## config.mk

```make
export PLATFORM = sky130hd
export DESIGN_NAME = piso_serializer
export DESIGN_NICKNAME = d
export VERILOG_FILES = /design/src/rtl/piso_serializer.sv
export SDC_FILE = /design/constraint.sdc
export NUM_CORES = 1
export LEC_CHECK = 0
export BUFFER_PORTS_ARGS = -buffer_cell sky130_fd_sc_hd__buf_2
export CAP_MARGIN = 20
export CORE_AREA = 2 2 39 41
export CTS_CLUSTER_DIAMETER = 100
export DETAILED_ROUTE_END_ITERATION = 6
export DIE_AREA = 0 0 41 43
export PLACE_DENSITY_LB_ADDON = 0.12
export SETUP_SLACK_MARGIN = 0.5
export SLEW_MARGIN = 25
export SYNTH_ARGS = -nofsm -noshare
export SYNTH_HDL_FRONTEND = slang
export SYNTH_SLANG_ARGS = --single-unit
```

## constraint.sdc

```tcl
create_clock -name clk -period 2.05 [get_ports clk]
set_input_delay 0.3075 -clock clk [delete_from_list [all_inputs] [get_ports clk]]
set_output_delay 0.3075 -clock clk [all_outputs]
set_load 0.02 [all_outputs]
```

## src/rtl/piso_serializer.sv

```systemverilog
// piso_serializer: parallel-in / serial-out transmitter.
// Accepts a WIDTH-bit word on a valid/ready handshake and emits it one bit per
// clock on sout, framed by sout_valid, with done pulsing on the final frame bit.
// Optional feature macro: PISO_PARITY_EN appends one even-parity bit per frame.
//
// Handshake: a word is accepted at a rising edge where load_valid && load_ready;
// load_ready depends only on state/count (never on load_valid), and a held
// load_valid while load_ready is low has no effect on the frame in flight.
module piso_serializer #(
   parameter int WIDTH     = 3,
   parameter bit MSB_FIRST = 1'b1
) (
   input  logic             clk,
   input  logic             rst,
   input  logic             load_valid,
   input  logic [WIDTH-1:0] load_data,
   output logic             load_ready,
   output logic             sout,
   output logic             sout_valid,
   output logic             done,
   output logic [1:0]       dbg_state
);

   localparam int CW = $clog2(WIDTH);
   localparam logic [CW-1:0] LAST = CW'(WIDTH - 1);

   typedef enum logic [1:0] {
      ST_IDLE   = 2'd0,
      ST_SHIFT  = 2'd1,
      ST_PARITY = 2'd2
   } state_t;

   state_t           state_q, state_d;
   logic [WIDTH-1:0] shreg_q, shreg_d;
   logic [CW-1:0]    cnt_q, cnt_d;
   logic             sout_q, sout_d;
   logic             valid_q, valid_d;
   logic             done_q, done_d;
`ifdef PISO_PARITY_EN
   logic             par_q, par_d;
`endif

   logic             accept;
   logic             next_bit;
   logic [WIDTH-1:0] shreg_shifted;
   logic [CW-1:0]    cnt_inc;

   // Ready window: idle, or the cycle carrying the final bit of the frame
   always_comb begin
`ifdef PISO_PARITY_EN
      load_ready = (state_q == ST_IDLE) || (state_q == ST_PARITY);
`else
      load_ready = (state_q == ST_IDLE) ||
                   ((state_q == ST_SHIFT) && (cnt_q == LAST));
`endif
   end

   assign accept = load_valid & load_ready;

   // Shift-path helpers: the bit on deck is kept at the outgoing end of shreg_q
   always_comb begin
      next_bit      = MSB_FIRST ? shreg_q[WIDTH-1] : shreg_q[0];
      shreg_shifted = MSB_FIRST ? (shreg_q << 1) : (shreg_q >> 1);
      cnt_inc       = cnt_q + CW'(1);
   end

   // Next-state and next-output logic; a load overrides the frame-end decision
   always_comb begin
      state_d = state_q;
      shreg_d = shreg_q;
      cnt_d   = cnt_q;
      sout_d  = 1'b0;
      valid_d = 1'b0;
      done_d  = 1'b0;
`ifdef PISO_PARITY_EN
      par_d   = par_q;
`endif
      case (state_q)
         ST_SHIFT: begin
            if (cnt_q != LAST) begin
               sout_d  = next_bit;
               valid_d = 1'b1;
               cnt_d   = cnt_inc;
               shreg_d = shreg_shifted;
`ifdef PISO_PARITY_EN
               done_d  = 1'b0;
`else
               done_d  = (cnt_inc == LAST);
`endif
            end else begin
`ifdef PISO_PARITY_EN
               state_d = ST_PARITY;
               sout_d  = par_q;
               valid_d = 1'b1;
               done_d  = 1'b1;
`else
               state_d = ST_IDLE;
`endif
            end
         end
         default: state_d = ST_IDLE;
      endcase
      // First bit goes straight to the output register so it appears the
      // cycle after the accept edge; the rest of the word waits in shreg.
      if (accept) begin
         state_d = ST_SHIFT;
         cnt_d   = '0;
         sout_d  = MSB_FIRST ? load_data[WIDTH-1] : load_data[0];
         valid_d = 1'b1;
         done_d  = 1'b0;
         shreg_d = MSB_FIRST ? (load_data << 1) : (load_data >> 1);
`ifdef PISO_PARITY_EN
         par_d   = ^load_data;
`endif
      end
   end

   // State and registered outputs; synchronous reset aborts any frame
   always_ff @(posedge clk) begin
      if (rst) begin
         state_q <= ST_IDLE;
         shreg_q <= '0;
         cnt_q   <= '0;
         sout_q  <= 1'b0;
         valid_q <= 1'b0;
         done_q  <= 1'b0;
`ifdef PISO_PARITY_EN
         par_q   <= 1'b0;
`endif
      end else begin
         state_q <= state_d;
         shreg_q <= shreg_d;
         cnt_q   <= cnt_d;
         sout_q  <= sout_d;
         valid_q <= valid_d;
         done_q  <= done_d;
`ifdef PISO_PARITY_EN
         par_q   <= par_d;
`endif
      end
   end

   assign sout       = sout_q;
   assign sout_valid = valid_q;
   assign done       = done_q;
   assign dbg_state  = state_q;

endmodule
```

==> flow_summary_export.csv <==
group,metric,value,unit
clock_tree,clockBufferDepth,2,
clock_tree,clock-root-buffer,"clkbuf_4",
sta,maxSlewViolCount,0,
logic_synthesis,synth_top_cell_area_share,0.489,
power_and_ir_drop,p_int,254,µW
sta,timing.final.crit_period,1.47,ns
worst_setup_path,crit_end,"load_ready",
logic_synthesis,synth_fp_nets,43,
logic_synthesis,yosysTopAreaCell,"dfxtp_1",
clock_tree,clkTransAtPathRegs,0.05,ns
worst_setup_path,path_class,"reg -> out",
floorplan,die-area,1760,µm²
logic_synthesis,synthArstFlopShare,0,
floorplan,rows,14,
sta,setup_violations,0,
worst_setup_path,cp-end-kind,"output port",
routing,viasPerCell,4.38,
power_and_ir_drop,p_leak,0.000192,µW
global_routing,grt_max_degree,9,
worst_setup_path,rrSetupSlack,0.72,ns
placed_design,place_ws,0.643,ns
worst_setup_path,r2r-start,"cnt_q[0]$_SDFFE_PP0P_",
power_and_ir_drop,seqPwrFrac,0.495,
logic_synthesis,yosysMostFrequentCell,"dfxtp_1",
routing,post_drt_wl_per_cell,10.8,µm
logic_synthesis,ys_dominant_reg_cell,"dfxtp_1",
global_routing,first_global_vias,279,
logic_synthesis,ys_ff_latch,8,
global_routing,grt-ovfl-total,0,
global_routing,antenna_found_initial,0,
power_and_ir_drop,p_sw_frac,0.254,
sta,holdWs,0.321,ns
routing,drt-initial-drc-count,0,
global_routing,grt_pass1_wl,1150,µm
final_layout,drive_gt1_frac,0.383,
routing,drc,0,
sta,skew,0.000243,ns
worst_setup_path,cp-start-kind,"register",
sta,hold_violations,0,
worst_setup_path,crit_start,"cnt_q[0]$_SDFFE_PP0P_",
floorplan,num_io_pins,12,
power_and_ir_drop,power.density,806,nW/µm²
final_layout,nets,57,
logic_synthesis,syn-cell-area,328,µm²
logic_synthesis,ys_types,18,
final_layout,insertedDiodeCount,0,
final_layout,syn2layout_area_growth,29.0,%
power_and_ir_drop,fin_total_pwr,341,µW
worst_setup_path,timing.rr.end,"cnt_q[1]$_SDFFE_PP0P_",
sta,layout_setup_ws,0.580,ns
power_and_ir_drop,ir_worst_vdd,242,µV
floorplan,dieHeight,43,µm
placed_design,portBuffers,10,
run_status,status,"finished, final reports clean",
power_and_ir_drop,p_clk_frac,0.351,
worst_setup_path,reg2regPathDepth,6,
power_and_ir_drop,p_switching,86.5,µW
floorplan,start_util,0.237,
floorplan,die_w,41,µm
clock_tree,cts-buffers-inserted,3,
sta,rsz0062_at_grt,"no",
sta,fin_tns_setup,0,ns
routing,wirelength,681,µm
routing,ant_nets,0,
sta,fmax,0.680,GHz
routing,firstDrtPassIters,1,
placed_design,post-dp-hpwl,509,µm
logic_synthesis,synth_area_leaders,"dfxtp_1, ha_1, mux2i_1",
logic_synthesis,ys_top_cells_by_count,"dfxtp_1, nor2_1, a21oi_1",
min_path,holdCritPathClass,"in -> reg",
run,maxCapViolCount,0,
logic_synthesis,synth_area_per_cell,9.37,µm²
sta,timing.final.crit_share,0.717,
clock_tree,clkSinkCount,8,
worst_setup_path,cp.arrival,1.16,ns
power_and_ir_drop,p_comb_frac,0.154,
logic_synthesis,synth_edf_count,0,
logic_synthesis,syn-instance-count,35,
logic_synthesis,ys.warnings.count,0,
clock_tree,cts_tree,"yes",
clock_tree,htree_levels,1,
global_routing,track_usage,0.104,
logic_synthesis,synth-seq-area-share,0.489,
placed_design,place_congestion,0.684,
worst_setup_path,cp.required,1.74,ns
floorplan,core,1380,µm²
worst_setup_path,cp_max_fo,5,
clock_tree,clk_latency,0.25,ns
routing,vias,276,
## cell families after synthesis
family                   share of synthesized area
other                                       0.0114
multiplexers                                0.0611
AND/OR/NAND/NOR                              0.225
flip-flops                                   0.489
adder cells (fa/ha/maj)                     0.0763
buffers and inverters                       0.0687
AO/OA/AOI/OAI                               0.0687
## flip-flops by register name, summed over array words and instances (netlist names)
register,flops
cnt_q,2
shreg_q,2
dbg_state,1
done,1
sout,1
sout_valid,1
## worst max-delay path, cell delays in order (launching register included)
cell and delay [ns]:
dfxtp_2 0.32, inv_1 0.06, ha_2 0.19, nor2b_4 0.12, inv_2 0.06, buf_4 0.15
## worst min-delay path by stage
stage	startpoint	endpoint	slack (ns)	cells past startpoint
final	rst	cnt_q[0]$_SDFFE_PP0P_	0.32	2
after global routing	rst	cnt_q[0]$_SDFFE_PP0P_	0.33	2
after CTS	rst	cnt_q[0]$_SDFFE_PP0P_	0.32	2
after detailed placement	shreg_q[2]$_SDFFE_PP0P_	sout$_SDFF_PP0_	0.45	2
after global placement	shreg_q[2]$_SDFFE_PP0P_	sout$_SDFF_PP0_	0.44	2
after floorplan	shreg_q[2]$_SDFFE_PP0P_	sout$_SDFF_PP0_	0.43	2
## metrics by stage
step                cells   util  instance area [µm²]
global placement       59  0.279                  387
finish                 63  0.306                  423
floorplan              35      -                  328
detailed placement     59  0.279                  387
global route           63  0.306                  423
CTS                    63  0.303                  419
## final cells by class
| cell class | count | area [µm²] |
|---|---|---|
| multi-input cells | 22 | 148 |
| well taps | 16 | 20.0 |
| inverters | 3 | 11.3 |
| repair buffers | 11 | 60.1 |
| flip-flops and latches | 8 | 161 |
| fillers | 156 | 961 |
| clock buffers | 3 | 22.5 |
## routing by layer
layer / global-route usage / up-vias / part of all wire
met5: 0 / - / 0
met4: 0.100 / 0 / 0.015
met3: 0.0314 / 2 / 0.063
met2: 0.150 / 8 / 0.52
met1: 0.110 / 129 / 0.40
li1: - / 137 / -
## placed cells by master (no fill, tap or decap)
cell / n
inv_2: 1
clkbuf_4: 3
buf_2: 9
nand2_1: 2
inv_1: 2
dfxtp_2: 1
a21oi_1: 3
ha_2: 1
or3_1: 2
buf_4: 2
nor3_1: 1
nand3_1: 1
a211oi_1: 1
nor3b_1: 1
mux2i_1: 2
conb_1: 1
nor2b_4: 1
ha_1: 1
dfxtp_1: 7
or2b_1: 1
nor2_1: 4
## what timing repair did
| action | 4_1_cts | 5_1_grt |
|---|---|---|
| buffers inserted | 1 | 0 |
| gates resized for setup | 1 | 2 |
| setup endpoints to repair | 1 | 1 |
| hold buffers | 0 | 0 |
| pin swaps | 0 | 1 |
## power by group through the flow
stage / clock [µW] / sequential, µW / combinational [µW]
floorplan: 0 / 177 / 28.2
global placement: 0 / 172 / 47.2
detailed placement: 0 / 172 / 49.7
CTS: 123 / 169 / 52.7
global route: 131 / 170 / 59.9
finish: 120 / 169 / 52.3
Power figures use the tool's default switching activity.
